==> src/rtl/posit_mult_result_buffer.sv <==
`default_nettype none
// ============================================================================
//  Module      : posit_mult_result_buffer
//  Description : Result buffer behind the 16-bit posit multiplier.
//                Each result is captured into a small first-word-fall-through
//                FIFO on the multiplier's done pulse. The FIFO presents results
//                to the consumer over a valid/ready handshake.
//                The multiplier cannot stall, so this block also counts
//                operations in flight. It returns a credit (issue_ok) to the
//                issuer so that every result is guaranteed a FIFO slot.
//
//  Ports       : clk, rst        - clock, asynchronous active-high reset
//                mul_start       - one operation issued to the multiplier
//                mul_r/inf/zero  - multiplier result fields
//                mul_done        - multiplier result valid this cycle
//                issue_ok        - issuer may assert mul_start this cycle
//                out_data/inf/zero, out_valid, out_ready - consumer side
//                count           - FIFO occupancy
//                err             - sticky error (overflow, stray done,
//                                  issue without credit)
//
//  Revision    : 1.0 - initial release
// ============================================================================
module posit_mult_result_buffer #(
    parameter int N     = 16,
    parameter int DEPTH = 4,
    parameter int CNT_W = 5
) (
    input  logic             clk,
    input  logic             rst,
    input  logic             mul_start,
    input  logic [N-1:0]     mul_r,
    input  logic             mul_inf,
    input  logic             mul_zero,
    input  logic             mul_done,
    output logic             issue_ok,
    output logic [N-1:0]     out_data,
    output logic             out_inf,
    output logic             out_zero,
    output logic             out_valid,
    input  logic             out_ready,
    output logic [CNT_W-1:0] count,
    output logic             err
);

    localparam int               PTR_W     = (DEPTH > 1) ? $clog2(DEPTH) : 1;
    localparam logic [CNT_W-1:0] c_depth   = CNT_W'(DEPTH);
    localparam logic [CNT_W-1:0] c_cnt_max = '1;

    // Entry layout: {inf, zero, r}
    logic [N+1:0]     r_mem [DEPTH];
    logic [PTR_W-1:0] r_wr_ptr;
    logic [PTR_W-1:0] r_rd_ptr;
    logic [CNT_W-1:0] r_count;
    logic [CNT_W-1:0] r_inflight;
    logic             r_err;

    logic             w_full;
    logic             w_read;
    logic             w_write;
    logic             w_overflow;
    logic             w_underflow;
    logic             w_credit_viol;
    logic [CNT_W:0]   w_outstanding;
    logic [N+1:0]     w_head;

    assign w_full    = (r_count == c_depth);
    assign out_valid = (r_count != '0);
    assign w_read    = out_valid & out_ready;

    // A read in the same cycle frees the head slot, so a write at full is still
    // accepted. In that case wr_ptr == rd_ptr. The head is read out before the
    // edge, and the new word overwrites the slot at the edge.
    assign w_write       = mul_done & (~w_full | w_read);
    assign w_overflow    = mul_done & w_full & ~w_read;
    assign w_underflow   = mul_done & (r_inflight == '0);

    // The credit is derived only from flops. The issuer therefore never sees a
    // combinational path from its own start pulse.
    assign w_outstanding = {1'b0, r_count} + {1'b0, r_inflight};
    assign issue_ok      = (w_outstanding < {1'b0, c_depth});
    assign w_credit_viol = mul_start & ~issue_ok;

    // The outputs are forced to zero while the FIFO is empty. Stale storage is
    // therefore never visible on the outputs.
    assign w_head = out_valid ? r_mem[r_rd_ptr] : '0;
    assign {out_inf, out_zero, out_data} = w_head;

    assign count = r_count;
    assign err   = r_err;

    // Storage has no reset. Its contents are only observed through the
    // pointers and the occupancy count, which are reset.
    always_ff @(posedge clk) begin
        if (w_write) begin
            r_mem[r_wr_ptr] <= {mul_inf, mul_zero, mul_r};
        end
    end

    always_ff @(posedge clk or posedge rst) begin
        if (rst) begin
            r_wr_ptr   <= '0;
            r_rd_ptr   <= '0;
            r_count    <= '0;
            r_inflight <= '0;
            r_err      <= 1'b0;
        end else begin
            // DEPTH is a power of two, so the pointers wrap naturally.
            if (w_write) begin
                r_wr_ptr <= r_wr_ptr + 1'b1;
            end
            if (w_read) begin
                r_rd_ptr <= r_rd_ptr + 1'b1;
            end

            case ({w_write, w_read})
                2'b10:   r_count <= r_count + 1'b1;
                2'b01:   r_count <= r_count - 1'b1;
                default: r_count <= r_count;
            endcase

            // A stray done holds the counter at zero instead of letting it
            // wrap. Issues without credit saturate rather than wrap.
            if (mul_start && !mul_done) begin
                if (r_inflight != c_cnt_max) begin
                    r_inflight <= r_inflight + 1'b1;
                end
            end else if (!mul_start && mul_done && (r_inflight != '0)) begin
                r_inflight <= r_inflight - 1'b1;
            end

            r_err <= r_err | w_overflow | w_underflow | w_credit_viol;
        end
    end

endmodule
`default_nettype wire

==> config.mk <==
export PLATFORM = sky130hd
export DESIGN_NAME = posit_mult_result_buffer
export DESIGN_NICKNAME = d
export VERILOG_FILES = /design/src/rtl/posit_mult_result_buffer.sv
export SDC_FILE = /design/constraint.sdc
export NUM_CORES = 1
export LEC_CHECK = 0
export ABC_AREA = 1
export CAP_MARGIN = 30
export CORE_MARGIN = 5
export CORE_UTILIZATION = 55
export DETAILED_ROUTE_END_ITERATION = 8
export GPL_ROUTABILITY_DRIVEN = 0
export PLACE_DENSITY = 0.76
export SYNTH_ARGS = -nofsm -noshare
export SYNTH_HDL_FRONTEND = slang
export SYNTH_SLANG_ARGS = --single-unit
==> constraint.sdc <==
create_clock -name clk -period 2.7 [get_ports clk]
set_input_delay 0.675 -clock clk [delete_from_list [all_inputs] [get_ports clk]]
set_output_delay 0.675 -clock clk [all_outputs]
set_load 0.05 [all_outputs]
==> results of run 1 <==
power by group through the flow:
stage | Clock, uW | Combinational [uW] | Sequential (uW)
5_1_grt | 886 | 4280 | 2020
6_report | 818 | 3990 | 1990
3_5_place_dp | 0 | 3990 | 2010
3_3_place_gp | 0 | 3890 | 2000
2_1_floorplan | 0 | 2170 | 2100
4_1_cts | 828 | 4030 | 1980
metrics by stage:
| step | setup WS [ns] | power, uW | cell area, sq um | setup TNS (ns) |
|---|---|---|---|---|
| CTS | 0.00492 | 6840 | 4980 | 0 |
| global route | 0.0137 | 7190 | 4980 | 0 |
| finish | 0.125 | 6800 | 4980 | 0 |
| global placement | 0.0713 | 5890 | 4800 | 0 |
| floorplan | -0.258 | 4270 | 3920 | -3.25 |
| detailed placement | 0.0373 | 6000 | 4800 | 0 |
sequential cells by signal, summed over array words and instances (netlist names):
signal	cells
r_mem	72
r_inflight	5
r_wr_ptr	2
count	5
r_rd_ptr	2
err	1
cell type report:
cell class | instances | share of cell area (%)
clock buffer | 9 | 2.49
clock inverter | 7 | 1.10
inverter | 30 | 2.33
multi-input combinational | 229 | 24.7
sequential | 87 | 50.9
tap | 96 | 2.41
timing repair buffer | 62 | 16.1
synthesized netlist by cell type:
master	number	area, sq um
nand3_2	1	10.0
fa_1	1	20.0
nor4_1	1	6.26
clkinv_1	2	7.51
nor2_4	2	22.5
nand3_4	1	17.5
clkbuf_1	4	15.0
nor2_1	86	323
edfxtp_1	72	2160
inv_1	25	93.8
dfrtp_1	15	375
xnor2_1	1	8.76
nor3_1	2	10.0
nor2_2	1	6.26
buf_2	6	30.0
inv_2	3	11.3
o21ai_0	43	215
a21oi_1	22	110
nand2_1	23	86.3
o21ai_1	2	10.0
xor2_1	7	61.3
nand2_2	4	25.0
nand3_1	12	60.1
nand4_1	4	25.0
nand2_4	1	11.3
ha_1	13	163
buf_1	1	3.75
a31oi_1	1	6.26
mux2_2	1	11.3
critical path, delay by kind of cell (launching register included):
| kind | cells | cell delay [ns] |
|---|---|---|
| buf+inv | 1 | 0.73 |
| flops | 1 | 0.46 |
| simple gates | 2 | 0.35 |
cell families (layout without fill, tap and decap cells):
kind of cell	Yosys count	after routing
multiplexers	1	1
adder cells (fa/ha/maj)	14	14
flip-flops	87	87
AO/OA/AOI/OAI	68	68
XOR/XNOR	8	8
AND/OR/NAND/NOR	138	138
buffers and inverters	41	108
repair_timing:
| action | in CTS | in global routing |
|---|---|---|
| endpoints found under the setup margin | 5 | 18 |
| hold buffers | 0 | 0 |
| gates resized for setup | 2 | 3 |
routing by layer:
layer  vias up  global-route usage (%)
met5         -                       0
met4         0                    8.90
met3        15                    4.81
met2        90                    34.5
met1      1287                    20.8
li1       1347                       -
final timing paths:
kind,from,to,slack [ns],depth (start not counted)
max in group asynchronous,rst,r_rd_ptr[0]$_DFFE_PP0N_,1.59,2
hold / removal,err$_DFF_PP0_,err$_DFF_PP0_,0.50,2
setup reg to reg,count[2]$_DFFE_PP0P_,count[4]$_DFFE_PP0P_,0.75,12
min in group asynchronous,rst,r_inflight[2]$_DFFE_PP0P_,0.68,2
setup / recovery,count[2]$_DFFE_PP0P_,out_valid,0.12,3
hold reg to reg,err$_DFF_PP0_,err$_DFF_PP0_,0.50,2
==> flow_summary.ini, run 1 <==
[floorplanning]
start_util_pct = 56.9
ios = 49
core_sq_mm = 0.00687
die_y_microns = 94.3
dieArea_sq_mm = 0.00889
die_w_microns = 94.3
rows = 30

[routing]
drt_first_iter_violations = 190
wl_met1_microns = 3160
met3_wirelength_microns = 443
drcViolationCount = 0
ant_nets = 0
route.vias.total = 2739
wl_met2_microns = 4040
wl_microns = 7800
drt-vias-per-instance = 5.27
wire_per_inst_microns = 15.0
highest_layer = met4
drt_pre_antenna_iters = 5

[power_and_ir_drop]
power_density_mw_per_mm2 = 1360
p_comb_share_pct = 58.7
internal_power_uw = 3760
ir_drop_v = 0.000760
p_leak_uw = 0.00193
p_sw_uw = 3040
power.clock.fraction_pct = 12.0
seqPwrFrac_pct = 29.2
switching_share_pct = 44.7

[logic_synthesis]
synth-compound-area-share_pct = 8.74
synth_cell_types = 29
synth_nets = 394
synth_fa_ha_area_share_pct = 4.67
ys_seq_area_share_pct = 64.9
yosysWarnings = 0
synth_simple_gate_area_share_pct = 15.4
synth_area_sq_mm = 0.00391
syn_area_per_cell_sq_um = 10.9
ys_seq_elements = 87
muxShareOfSynthArea_pct = 0.288
syn_inst = 357
synth_top_family_by_area = simple AND/OR/NAND/NOR gates
synthXorXnorAreaFrac_pct = 1.79

[setup_path]
cp_cell_sequence = nor2_1, nand3_4, clkdlybuf4s50_1
critPathArrivalTime_ns = 1.90
crit_path_end_kind = output port
cp.required_ns = 2.03
cp-start-kind = register
cp_max_fo = 6
slowest_delay_ns = 0.73
crit_type = register to output port
cp_slowest_cell = clkdlybuf4s50_1

[timing]
rsz0062_at_grt = no
skew_ns = 0.00734
fmax_ghz = 0.388
hold_ws_ns = 0.499
maxSlewHeadroom_pct = 60.5
slew_violations = 0
worstMarginPinSlew_ns = 0.592
finalHoldViolCount = 0
period_share_pct = 95.4
setup_viol_count_final = 0
fin_crit_ns = 2.58

[clocking]
clkLatencyLatePin_ns = 0.36
clk_path_buf_depth = 2
tritoncts = done
htree_levels = 3
cts_setup_buffers = 0
cts.sinks = 87
cts_made_buffers = 9
clk_pin_slew_ns = 0.08
root_buffer = clkbuf_8

[place]
place_hpwl_microns = 5290
dp.cells = 504
portBuffers = 48

[layout]
fillers = 468
final_cell_mix = nor2_1 (82), edfxtp_1 (72), o21ai_0 (43), clkdlybuf4s50_1 (29), inv_1 (25)
multi_input_area_sq_mm = 0.00123
regArea_sq_mm = 0.00254
drive_above_1_share_pct = 16.7
nets = 456
num_antenna_cells = 0
fin_util_pct = 72.6
final_common_cell = nor2_1
stdcell_count = 520
area_growth_pct = 27.5

[outcome]
status = complete, no violations

[global_route]
grt_antenna_before_repair = 0
grt_use_total_pct = 19.1
grt_max_degree = 38
gr-total-overflow = 0
grt_pass1_vias = 2695
grt_pass1_wl_microns = 12600

[min_path]
hp-class = register to register

[run]
maxCapViolations = 0
Power figures use the tool's default switching activity.
==> inputs of run 2 (changes only) <==
--- a/config.mk
+++ b/config.mk
@@ -6,5 +6,4 @@
 export NUM_CORES = 1
 export LEC_CHECK = 0
-export ABC_AREA = 1
 export CAP_MARGIN = 30
 export CORE_MARGIN = 5
==> constraint.sdc (replaced) <==
create_clock -name clk -period 2.7 [get_ports clk]
set_input_delay 0.675 -clock clk [delete_from_list [all_inputs] [get_ports clk]]
set_output_delay 0.675 -clock clk [all_outputs]
set_load 0.02 [all_outputs]
==> run 2 against run 1 <==
  * The run now ends with negative setup slack left
  * Total power down 20%
  * Die area down 1.4%
  * Wire length down 3.7%
  * Via count is 17% lower
  * Count of clock-buffer cells in the layout is 2 higher
  * Utilization fell by 0.23 points
  * Sequential cell count unchanged
  * Synthesized area down 1.5%
  * Clock skew is 0.00079 ns lower
  * Hold slack worse by 0.0067 ns
  * Largest cell class unchanged
==> flow_summary.ini, run 2 <==
[timing]
setup_viol_count_final = 19
setup_slack_ns = -0.0617
slew_violations = 0
fmax_ghz = 0.362
period_share_pct = 102
worstMarginPinSlew_ns = 0.599
maxSlewHeadroom_pct = 60.0
skew_ns = 0.00654
fin_crit_ns = 2.76
finalHoldViolCount = 0
rsz0062_at_grt = yes
hold_ws_ns = 0.493

[min_path]
min_from = err$_DFF_PP0_
hp-class = register to register
hold_path_end = err$_DFF_PP0_
hold_path_depth = 1

[clocking]
root_buffer = clkbuf_8
clk_pin_slew_ns = 0.08
hold_buffers = 0
htree_levels = 3
clk_path_buf_depth = 2
cts_made_buffers = 9
tritoncts = done
cts.sinks = 87
clkLatencyLatePin_ns = 0.34

[logic_synthesis]
synth_area_leaders = edfxtp_1 (56%), mux4_2 (11%), dfrtp_1 (9.8%), ha_1 (4.2%), and2_1 (3.6%)
synth.most_common_cell = edfxtp_1
ys_seq_area_share_pct = 66.0
synth_cell_types = 40
syn_area_per_cell_sq_um = 16.4
synth_nets = 271
synthFlopType = edfxtp_1
synth.top_cell.area_share_pct = 56.2
synth-edff-count = 72
ys_seq_elements = 87
async_flop_share_pct = 17.2
yosysWarnings = 0
synth_common_cells = edfxtp_1 (72), and2_1 (22), mux4_2 (18), dfrtp_1 (15), ha_1 (13)
synth_area_sq_mm = 0.00385
synth_top_area_cell = edfxtp_1
syn_inst = 234

[routing]
drt-vias-per-instance = 5.46
wl_microns = 7510
route.vias.total = 2278
wire_per_inst_microns = 18.0
ant_nets = 0
drt_first_iter_violations = 110
drt_pre_antenna_iters = 4
drcViolationCount = 0

[power_and_ir_drop]
power.clock.fraction_pct = 17.3
total_power_uw = 5440
internal_power_uw = 3570
p_comb_share_pct = 46.4
ir_drop_v = 0.000613
seqPwrFrac_pct = 36.2
power_density_mw_per_mm2 = 1110
p_leak_uw = 0.00183
p_sw_uw = 1860
switching_share_pct = 34.3

[floorplanning]
ios = 49
dieArea_sq_mm = 0.00877
die_w_microns = 93.6
rows = 30
die_y_microns = 93.6
core_sq_mm = 0.00679
start_util_pct = 56.6

[layout]
drive_above_1_share_pct = 31.2
nets = 355
stdcell_count = 417
area_growth_pct = 27.7
top_register = r_mem
fillers = 458
final_common_cell = edfxtp_1
largest_register_ffs = 72
final_cell_mix = edfxtp_1 (72), buf_4 (29), clkdlybuf4s50_1 (28), and2_1 (22), mux4_2 (18)
multi_input_area_sq_mm = 0.00128
regArea_sq_mm = 0.00254
num_antenna_cells = 0

[global_route]
use_met2_pct = 30.1
grt_use_met3_pct = 3.70
grt_antenna_before_repair = 0
grt_use_total_pct = 18.6
grt-busiest-layer = met2
grt_util_met1_pct = 24.3
gr-total-overflow = 0
grt_max_degree = 20
grt_pass1_vias = 2321
grt_pass1_wl_microns = 12000

[setup_path]
cp_max_fo = 2
r2r_setup_slack_ns = -0.06
cp-start-kind = register
critPathArrivalTime_ns = 2.99
r2r-end = count[4]$_DFFE_PP0P_
cp.required_ns = 2.93
crit_path_end_kind = register
startpoint = count[1]$_DFFE_PP0P_
crit_type = register to register
rr_worst_depth = 10
timing.rr.start = count[1]$_DFFE_PP0P_

[run]
maxCapViolations = 0

[outcome]
violations = negative setup slack
status = finished, violations left

[place]
place_hpwl_microns = 4950
portBuffers = 48
dp.cells = 400
-- run 2: cell types whose count changed after synthesis, sizes merged, moves of 6 or more --
cell | previous run | this run
inv | 28 | 7
nand2 | 28 | 7
mux4 | 0 | 18
xnor2 | 1 | 9
and2 | 0 | 22
nand3 | 14 | 5
o21ai | 45 | 6
xor2 | 7 | 1
nor2 | 89 | 8
a21oi | 22 | 8
-- run 2: how the worst max path moves through the flow --
| stage | endpoint | cells after the start |
|---|---|---|
| 6_report | count[4]$_DFFE_PP0P_ | 10 |
| 5_1_grt | out_zero | 7 |
| 4_1_cts | count[4]$_DFFE_PP0P_ | 10 |
| 3_5_place_dp | count[4]$_DFFE_PP0P_ | 10 |
| 3_3_place_gp | count[4]$_DFFE_PP0P_ | 10 |
| 2_1_floorplan | count[4]$_DFFE_PP0P_ | 10 |
-- run 2: cell families (layout without fill, tap and decap cells) --
kind of cell / after synthesis / count (layout) / synth area share, %
AOI/OAI and AO/OA: 27 / 27 / 4.68
xor gates and xnor gates: 10 / 10 / 2.28
adders and majority gates: 14 / 14 / 4.75
buffers and inverters: 17 / 104 / 1.98
DFF: 87 / 87 / 66.0
muxes: 23 / 23 / 12.3
and+or+nand+nor: 56 / 56 / 8.10
-- run 2: metal layers --
metal / share of wire (%) / vias to the layer above
li1: - / 1063
met1: 43 / 1146
met2: 51 / 57
met3: 4.2 / 12
met4: 2.0 / 0
met5: 0 / -
-- run 2: stage by stage --
step           setup TNS [ns]  setup WS (ns)  instance area (sq um)  util [%]
6_report               -0.487        -0.0617                   4910      72.3
4_1_cts                -0.208         -0.116                   4890      72.0
3_3_place_gp           -0.606         -0.212                   4750      69.9
3_5_place_dp            -1.40         -0.248                   4750      69.9
5_1_grt                 -1.98         -0.130                   4910      72.3
2_1_floorplan          -0.210         -0.210                   3890         -
-- run 2: timing repair --
action / in CTS / in global routing
endpoints found under the setup margin: 21 / 12
setup buffers: 1 / 1
resized for setup: 76 / 13
gates cloned: 0 / 1
pin swaps: 1 / 1
-- run 2: area by class of cell --
type | count | share of cell area, %
inverters | 7 | 0.535
flip-flops and latches | 87 | 51.7
well taps | 96 | 2.44
repair buffers | 83 | 15.1
clock inverters | 3 | 1.40
clock buffers | 11 | 2.67
multi-input cells | 130 | 26.2
-- run 2: critical path, cell delays in order, from the launching register on --
cell,delay (ns)
dfrtp_2,0.41
or4_4,0.54
buf_6,0.14
o21ai_4,0.13
o21ai_1,0.08
ha_2,0.17
or2_4,0.25
a31o_4,0.23
a21oi_4,0.14
mux2_4,0.31
a211o_1,0.25
-- run 2: power groups by stage --
| stage | Clock (uW) | Sequential, uW | Combinational [uW] |
|---|---|---|---|
| after floorplan | 0 | 2010 | 1510 |
| after global placement | 0 | 1980 | 2620 |
| after detailed placement | 0 | 1990 | 2680 |
| after CTS | 962 | 1970 | 2520 |
| after global routing | 1020 | 2000 | 2750 |
| final | 941 | 1970 | 2520 |
